===== config.mk =====
export PLATFORM = sky130hd
export DESIGN_NAME = heap_deq_fsm
export DESIGN_NICKNAME = d
export VERILOG_FILES = /design/src/rtl/quickq_pkg.sv /design/src/rtl/heap_child_sel.sv /design/src/rtl/heap_deq_fsm.sv
export SDC_FILE = /design/constraint.sdc
export NUM_CORES = 1
export LEC_CHECK = 0
export BUFFER_PORTS_ARGS = -buffer_cell sky130_fd_sc_hd__clkbuf_2
export CAP_MARGIN = 5
export CORE_ASPECT_RATIO = 2
export CORE_UTILIZATION = 50
export DETAILED_ROUTE_END_ITERATION = 10
export PLACE_DENSITY = 0.83
export SYNTH_ARGS = -nofsm -noshare
export SYNTH_HDL_FRONTEND = slang
export SYNTH_SLANG_ARGS = --single-unit

===== constraint.sdc =====
create_clock -name clk -period 2.87 [get_ports clk]
set_input_delay 0.287 -clock clk [delete_from_list [all_inputs] [get_ports clk]]
set_output_delay 0.287 -clock clk [all_outputs]
set_load 0.05 [all_outputs]

===== src/rtl/quickq_pkg.sv =====
// Shared QuickQ heap types, default widths and the key ordering used by
// both the enqueue and dequeue controllers.
package quickq_pkg;

    localparam int unsigned KEY_W     = 16;
    localparam int unsigned ENTRY_W   = 32;
    localparam int unsigned ADDR_W    = 10;
    localparam int unsigned PAYLOAD_W = ENTRY_W - KEY_W;

    typedef enum logic [3:0] {
        DEQ_IDLE,
        DEQ_RD_LAST,
        DEQ_LOAD_LAST,
        DEQ_RD_L,
        DEQ_RD_R,
        DEQ_CMP_R,
        DEQ_CMP,
        DEQ_WRITE,
        DEQ_DONE
    } deq_state_t;

    typedef struct packed {
        logic [KEY_W-1:0]     key;
        logic [PAYLOAD_W-1:0] payload;
    } entry_t;

    // Strict unsigned compare: equal keys are never "less", so ties never move.
    function automatic logic key_less(input logic [KEY_W-1:0] a, input logic [KEY_W-1:0] b);
        return a < b;
    endfunction

endpackage


===== src/rtl/heap_child_sel.sv =====
// Holds the smaller of a left/right child pair as the two reads return;
// the left child is kept on a key tie.
module heap_child_sel
    import quickq_pkg::*;
#(
    parameter int unsigned KEY_W   = quickq_pkg::KEY_W,
    parameter int unsigned ENTRY_W = quickq_pkg::ENTRY_W,
    parameter int unsigned ADDR_W  = quickq_pkg::ADDR_W
) (
    input  logic               clk,
    input  logic               rst,
    input  logic               ld_left,
    input  logic               ld_right,
    input  logic [ADDR_W:0]    left_idx,
    input  logic [ENTRY_W-1:0] rd_data,
    output logic [ENTRY_W-1:0] best,
    output logic [ADDR_W:0]    best_idx
);

    logic right_wins;

    assign right_wins = key_less(rd_data[ENTRY_W-1 -: KEY_W], best[ENTRY_W-1 -: KEY_W]);

    always_ff @(posedge clk) begin
        if (rst) begin
            best     <= '0;
            best_idx <= '0;
        end else if (ld_left) begin
            best     <= rd_data;
            best_idx <= left_idx;
        end else if (ld_right && right_wins) begin
            best     <= rd_data;
            best_idx <= left_idx + (ADDR_W+1)'(1);
        end
    end

endmodule


===== src/rtl/heap_deq_fsm.sv =====
// Dequeue (sift-down) controller for the QuickQ BRAM min-heap: removes the
// root, moves the last entry to the root and sifts it down.
module heap_deq_fsm
    import quickq_pkg::*;
#(
    parameter int unsigned KEY_W   = quickq_pkg::KEY_W,
    parameter int unsigned ENTRY_W = quickq_pkg::ENTRY_W,
    parameter int unsigned ADDR_W  = quickq_pkg::ADDR_W
) (
    input  logic               clk,
    input  logic               rst,
    input  logic               deq,
    input  logic [ADDR_W:0]    count,
    output logic               ready,
    output logic               done,
    output logic               underflow,
    output logic [ENTRY_W-1:0] deq_data,
    output logic               countenb,
    output logic               re,
    output logic [ADDR_W-1:0]  rd_addr,
    input  logic [ENTRY_W-1:0] rd_data,
    output logic               we,
    output logic [ADDR_W-1:0]  wr_addr,
    output logic [ENTRY_W-1:0] wr_data
);

    localparam int unsigned IDX_W = ADDR_W + 1;

    deq_state_t         state, next_state;
    logic [IDX_W-1:0]   n_q, idx_q, left_idx, right_idx, best_idx;
    logic [ENTRY_W-1:0] cur_q, best;
    logic               latch_n, cap_root, load_cur, advance;
    logic               ld_left, ld_right, underflow_nx;

    assign left_idx  = (idx_q << 1) | IDX_W'(1);
    assign right_idx = left_idx + IDX_W'(1);

    heap_child_sel #(
        .KEY_W   (KEY_W),
        .ENTRY_W (ENTRY_W),
        .ADDR_W  (ADDR_W)
    ) u_child_sel (
        .clk      (clk),
        .rst      (rst),
        .ld_left  (ld_left),
        .ld_right (ld_right),
        .left_idx (left_idx),
        .rd_data  (rd_data),
        .best     (best),
        .best_idx (best_idx)
    );

    always_ff @(posedge clk) begin
        if (rst) state <= DEQ_IDLE;
        else     state <= next_state;
    end

    // BRAM port is driven in-state so read data lines up with the next state;
    // held quiet while rst is high so a reset cannot land a stray write.
    always_comb begin
        next_state   = state;
        re           = 1'b0;
        rd_addr      = '0;
        we           = 1'b0;
        wr_addr      = '0;
        wr_data      = '0;
        latch_n      = 1'b0;
        cap_root     = 1'b0;
        load_cur     = 1'b0;
        advance      = 1'b0;
        ld_left      = 1'b0;
        ld_right     = 1'b0;
        underflow_nx = 1'b0;
        if (!rst) begin
            case (state)
                DEQ_IDLE: begin
                    if (deq) begin
                        if (count == '0) begin
                            underflow_nx = 1'b1;
                        end else begin
                            re         = 1'b1;
                            latch_n    = 1'b1;
                            next_state = DEQ_RD_LAST;
                        end
                    end
                end
                DEQ_RD_LAST: begin
                    cap_root   = 1'b1;
                    re         = 1'b1;
                    rd_addr    = ADDR_W'(n_q);
                    next_state = DEQ_LOAD_LAST;
                end
                DEQ_LOAD_LAST: begin
                    load_cur   = 1'b1;
                    next_state = (n_q == '0) ? DEQ_DONE : DEQ_RD_L;
                end
                DEQ_RD_L: begin
                    if (left_idx >= n_q) begin
                        next_state = DEQ_WRITE;
                    end else begin
                        re         = 1'b1;
                        rd_addr    = ADDR_W'(left_idx);
                        next_state = DEQ_RD_R;
                    end
                end
                DEQ_RD_R: begin
                    ld_left = 1'b1;
                    if (right_idx < n_q) begin
                        re         = 1'b1;
                        rd_addr    = ADDR_W'(right_idx);
                        next_state = DEQ_CMP_R;
                    end else begin
                        next_state = DEQ_CMP;
                    end
                end
                DEQ_CMP_R: begin
                    ld_right   = 1'b1;
                    next_state = DEQ_CMP;
                end
                DEQ_CMP: begin
                    if (key_less(best[ENTRY_W-1 -: KEY_W], cur_q[ENTRY_W-1 -: KEY_W])) begin
                        we         = 1'b1;
                        wr_addr    = ADDR_W'(idx_q);
                        wr_data    = best;
                        advance    = 1'b1;
                        next_state = DEQ_RD_L;
                    end else begin
                        next_state = DEQ_WRITE;
                    end
                end
                DEQ_WRITE: begin
                    we         = 1'b1;
                    wr_addr    = ADDR_W'(idx_q);
                    wr_data    = cur_q;
                    next_state = DEQ_DONE;
                end
                DEQ_DONE: next_state = DEQ_IDLE;
                default:  next_state = DEQ_IDLE;
            endcase
        end
    end

    // Status pulses are registered from the next state so they coincide with it.
    always_ff @(posedge clk) begin
        if (rst) begin
            ready     <= 1'b1;
            done      <= 1'b0;
            countenb  <= 1'b0;
            underflow <= 1'b0;
            deq_data  <= '0;
            n_q       <= '0;
            idx_q     <= '0;
            cur_q     <= '0;
        end else begin
            ready     <= (next_state == DEQ_IDLE);
            done      <= (next_state == DEQ_DONE);
            countenb  <= (next_state == DEQ_LOAD_LAST);
            underflow <= underflow_nx;
            if (latch_n)  n_q      <= count - IDX_W'(1);
            if (cap_root) deq_data <= rd_data;
            if (load_cur) begin
                cur_q <= rd_data;
                idx_q <= '0;
            end else if (advance) begin
                idx_q <= best_idx;
            end
        end
    end

endmodule


### After elaboration in Yosys (flattened, before gate mapping)

Cells that the tools add are included.

* flip-flop bits (word level): 135
* logic and storage cells: 80

* add/subtract/negate cells: 2
* $lt $le $gt $ge: 4
* equality and inequality tests: 9
* mux-type cells: 44
* bitwise operators: 2
* reduce and logical (&&, ||, !) cells: 8

Operator list (count)
* $mux 32: 4
* $mux 10: 7
* $pmux 32 s2: 1
* $lt 16x16->1: 2
* $pmux 4 s8: 1
* $pmux 10 s3: 1
* $logic_not 11->1: 2
* $mux 1: 20
* $pmux 10 s2: 1
* $eq 4x3->1 const B: 4
* $mux 4: 4
* $eq 4x2->1 const B: 3
* $add 11x1->11 const B: 1
* $ge 11x11->1: 1
* $lt 11x11->1: 1
* $sub 11x1->11 const B: 1
* $logic_not 4->1: 2
* $eq 4x1->1 const B: 1
* $eq 4x4->1 const B: 1
* $mux 2: 2
* $pmux 1 s4: 1
* $mux 3: 1
* $reduce_or 3->1: 1
* $not 1->1: 2
* other kinds (4): 4

### Logic depth before layout (Yosys ltp)

* word-level depth: 6
* depth in mapped cells: 14
* depth with buffers taken out: 12

### Hierarchy

From an unflattened synthesis, not the netlist that was laid out.

* cell total of the unflattened synthesis: 990
* area total of the unflattened synthesis: 7835.0 sq um

By module, submodules not included
* heap_deq_fsm: times used 1, cells each 713, area each 5273.8 sq um
* heap_child_sel: times used 1, cells each 277, area each 2561.2 sq um

### Worst setup path after synthesis

Ideal clock, no wire load.

* path type: register to output
* from: register idx_q[2]
* to: output port rd_addr[4]
* arrival: 3.551 ns
* data required time: 2.583 ns
* slack: -0.968 ns
* stages on the path, launching flop included: 14
* buffers on the path: 2
* path through: dfxtp_1 -> clkbuf_1 -> and3_1 -> nand3_1 -> nor2_1 -> xor2_1 -> ha_1 -> a211o_1 -> o211ai_1 -> o2111ai_1 -> or2_0 -> clkbuf_1 -> o32a_1 -> a21oi_1

* longest elaborated chain between the ends: 5

RTL lines
* from (decl): line heap_deq_fsm.sv:30 `logic [IDX_W-1:0] n_q, idx_q, left_idx, right_idx, best_idx;`
* from (signal assigned): line heap_deq_fsm.sv:165 `idx_q <= best_idx;`
* $add 11x1->11
* $lt 11x11->1: line heap_deq_fsm.sv:108 `if (right_idx < n_q) begin`
* $mux 10: line heap_deq_fsm.sv:108
* $pmux 10 s3 (*): line heap_deq_fsm.sv:75 `case (state)`
* $mux 10 (*): line heap_deq_fsm.sv:74 `if (!rst) begin`
* to (decl): line heap_deq_fsm.sv:20 `output logic [ADDR_W-1:0] rd_addr,`

Mark *: on every way between the ends. The rest lies on a longest branch, timed or not.

### Worst setup path after layout

* from: register idx_q[0]
* to: output port rd_addr[4]

The elaborated chain is that of the path after synthesis.

==> results.cfg <==
[status]
outcome = finished, violations left
violations = setup timing

[timing]
fin_ws_ns = -0.689
skew_ns = 0.0129
tightest_slew_ns = 1.01
final-max-slew-violation-count = 0
max-slew-margin-rel_pct = 32.5
tns_ns = -14.31
fmax_ghz = 0.281
fin_crit_ns = 3.56
fin_crit_sh_pct = 124
final-setup-viol-count = 54
finalHoldViolations = 0
rsz0062_at_grt = true

[route]
drt_pass1_iterations = 8
drc = 0
wirelength_um = 26500
antenna_left = 0
viasPerCell = 6.19
vias = 8143
wl_per_cell_um = 20.2
drtIter0Drc = 586

[synthesis]
yosysWarningCount = 0
syn_area_um2 = 7300
synth_edf_count = 0
synth_fp_nets = 1023
netlist_instances = 924
ys.flop_type = dfxtp_1
synth.avg_cell_area_um2 = 7.90
synth_cell_types = 63
synth_seq_cells = 135
ys_seq_area_share_pct = 37.0
synthArstFlopShare_pct = 0

[power_and_ir_drop]
vdd_drop_max_mv = 0.681
leakagePower_nw = 4.35
p_per_area_nw_per_um2 = 778

[worst_setup_path]
path_cells = ha_4 -> and3_4 -> nand3_4 -> nor2_4 -> xor2_2 -> ha_1 -> o211ai_1 -> o2111ai_4 -> or2_4 -> o32a_1 -> a21oi_4 -> buf_12
worst-path-max-fanout = 6
cp.required_ns = 2.58
cpMaxStageDelayCell = dfxtp_4
end_kind = output pin
crit_type = register to output pin
cpPeakStageDelay_ns = 0.38
worstPathArrival_ns = 3.27
crit_path_start_kind = register
rrSetupSlack_ns = 0.06

[cts]
worstSkewPairLatency_ns = 0.42
numCtsBuffers = 17
clkTransAtPathRegs_ns = 0.07
clockBufferDepth = 2
cts.htree.levels = 4
cts_tree = built
hold_buffers = 0
cts-root-buf = clkbuf_16
clock-sinks = 135

[cells_and_area]
layout-drive-gt1-share_pct = 34.7
final_area_um2 = 10800
fillers = 946
syn2layout_area_growth_pct = 48.3
nets = 1209
diodes = 0

[die]
die_h_um = 173
initial_core_util_pct = 51.1
fp.dieArea_um2 = 15100
core_um2 = 14300
die_w_um = 87.4
rows = 62
pin_count = 136

[grt]
grt_pass1_wl_um = 40400
grt_overflow = 0
grt_max_degree = 75
antenna_found_initial = 0
grt_use_total_pct = 34.5
grt_pass1_vias = 8007

[placement]
place_area_um2 = 9120
gp_congestion = 0.971
numPortBuffers = 135
dp_hpwl_um = 16200

[run]
drv_cap = 0

[worst_hold_path]
min_path_type = input pin to register
## per-stage QoR
stage / worst slack [ns] / instances / utilization, % / power, mW / hold WS [ns]
floorplan: -0.239 / 924 / - / 4.70 / 0.379
global placement: -0.211 / 1260 / 63.9 / 5.58 / 0.440
detailed placement: -0.240 / 1260 / 63.9 / 5.68 / 0.447
CTS: -0.560 / 1310 / 74.4 / 8.10 / 0.110
global route: -0.820 / 1315 / 75.9 / 8.79 / 0.110
finish: -0.689 / 1315 / 75.9 / 8.43 / 0.120
## repair_timing
item / CTS / global route
endpoints found under the setup margin: 54 / 63
hold endpoints to repair: 0 / 0
resized for setup: 145 / 47
setup buffers: 16 / 8
pin swaps: 26 / 21
gates cloned: 4 / 0
## path summary, 6_finish.rpt
kind,from,to,depth (start not counted)
hold / removal,count[0],n_q[0],2
hold reg to reg,deq_data[17],deq_data[17],2
setup / recovery,idx_q[0],rd_addr[4],12
setup reg to reg,idx_q[0],ready,13
## cell usage after synthesis, types with 5 or more instances
library cell | n | area (um^2)
a211oi_2 | 6 | 75.1
a21o_1 | 5 | 37.5
a21oi_1 | 108 | 541
a22o_1 | 32 | 280
a31oi_1 | 10 | 62.6
and2_1 | 13 | 81.3
buf_2 | 11 | 55.1
clkbuf_1 | 44 | 165
dfxtp_1 | 135 | 2700
ha_1 | 53 | 663
inv_1 | 50 | 188
mux2i_1 | 11 | 110
nand2_1 | 164 | 616
nand2b_1 | 8 | 50.1
nand3_1 | 43 | 215
nand4_1 | 8 | 50.1
nor2_1 | 45 | 169
nor2b_1 | 7 | 43.8
nor3_1 | 17 | 85.1
nor4_1 | 5 | 31.3
o211ai_1 | 5 | 37.5
o21a_1 | 5 | 37.5
o21ai_0 | 45 | 225
o22ai_1 | 5 | 31.3
o41ai_1 | 15 | 131
xnor2_1 | 6 | 52.6
xor2_1 | 7 | 61.3
## placed cells by master (no fill, tap or decap), types with 10 or more instances in the layout
| master | instances |
|---|---|
| mux2i_1 | 11 |
| dfxtp_2 | 13 |
| buf_4 | 83 |
| buf_12 | 30 |
| buf_8 | 18 |
| a22o_4 | 18 |
| a21oi_1 | 98 |
| clkbuf_2 | 80 |
| ha_4 | 11 |
| o41ai_1 | 15 |
| nor3_1 | 10 |
| dfxtp_1 | 120 |
| clkbuf_16 | 26 |
| inv_1 | 44 |
| o21ai_0 | 41 |
| ha_1 | 42 |
| nand3_1 | 40 |
| and2_4 | 10 |
| nor2_1 | 36 |
| a22o_1 | 14 |
| nand2_1 | 162 |
## per-layer routing
metal	GRT usage, %	wire length [um]	up-vias
li1	-	-	3654
met1	34.7	8860	3838
met2	61.5	14000	491
met3	5.97	1640	160
met4	24.9	2010	0
met5	0	0	-
## logic make-up after synthesis
family	Yosys count	share of synthesized area, %
buffers and inverters	114	6.58
adder cells (fa/ha/maj)	53	9.08
flip-flops	135	37.0
XOR/XNOR	13	1.56
AO/OA/AOI/OAI	265	23.5
multiplexers	11	1.51
AND/OR/NAND/NOR	333	20.7
## layout make-up
| cell class | instances | area, um^2 | share of cell area (%) |
|---|---|---|---|
| clock inverter | 15 | 156 | 1.44 |
| sequential | 135 | 2730 | 25.2 |
| tap | 192 | 240 | 2.22 |
| clock buffer | 17 | 425 | 3.93 |
| multi-input combinational | 675 | 4800 | 44.3 |
| timing repair buffer | 231 | 2290 | 21.2 |
| inverter | 50 | 188 | 1.73 |
## where the power goes
part | leakage (nW) | internal (mW) | switching [mW] | total (mW)
logic | 2.97 | 1.30 | 2.43 | 3.73
registers | 1.10 | 2.24 | 0.280 | 2.52
clock network | 0.278 | 1.23 | 0.949 | 2.18
total | 4.35 | 4.76 | 3.66 | 8.43
## flip-flops by register name, indices dropped and copies added (netlist names)
signal / count
state: 4
u_child_sel.best_idx: 10
deq_data: 32
n_q: 11
ready: 1
u_child_sel.best: 32
countenb: 1
underflow: 1
done: 1
idx_q: 10
cur_q: 32
## worst max-delay path: cells and delay by family, from the launching register on
kind                     cells  cell delay, ns
AO/OA/AOI/OAI                4            1.00
AND/OR/NAND/NOR              4            0.72
adder cells (fa/ha/maj)      2            0.42
flip-flops                   1            0.38
XOR/XNOR                     1            0.17
buffers and inverters        1            0.15
Power figures use the tool's default switching activity.
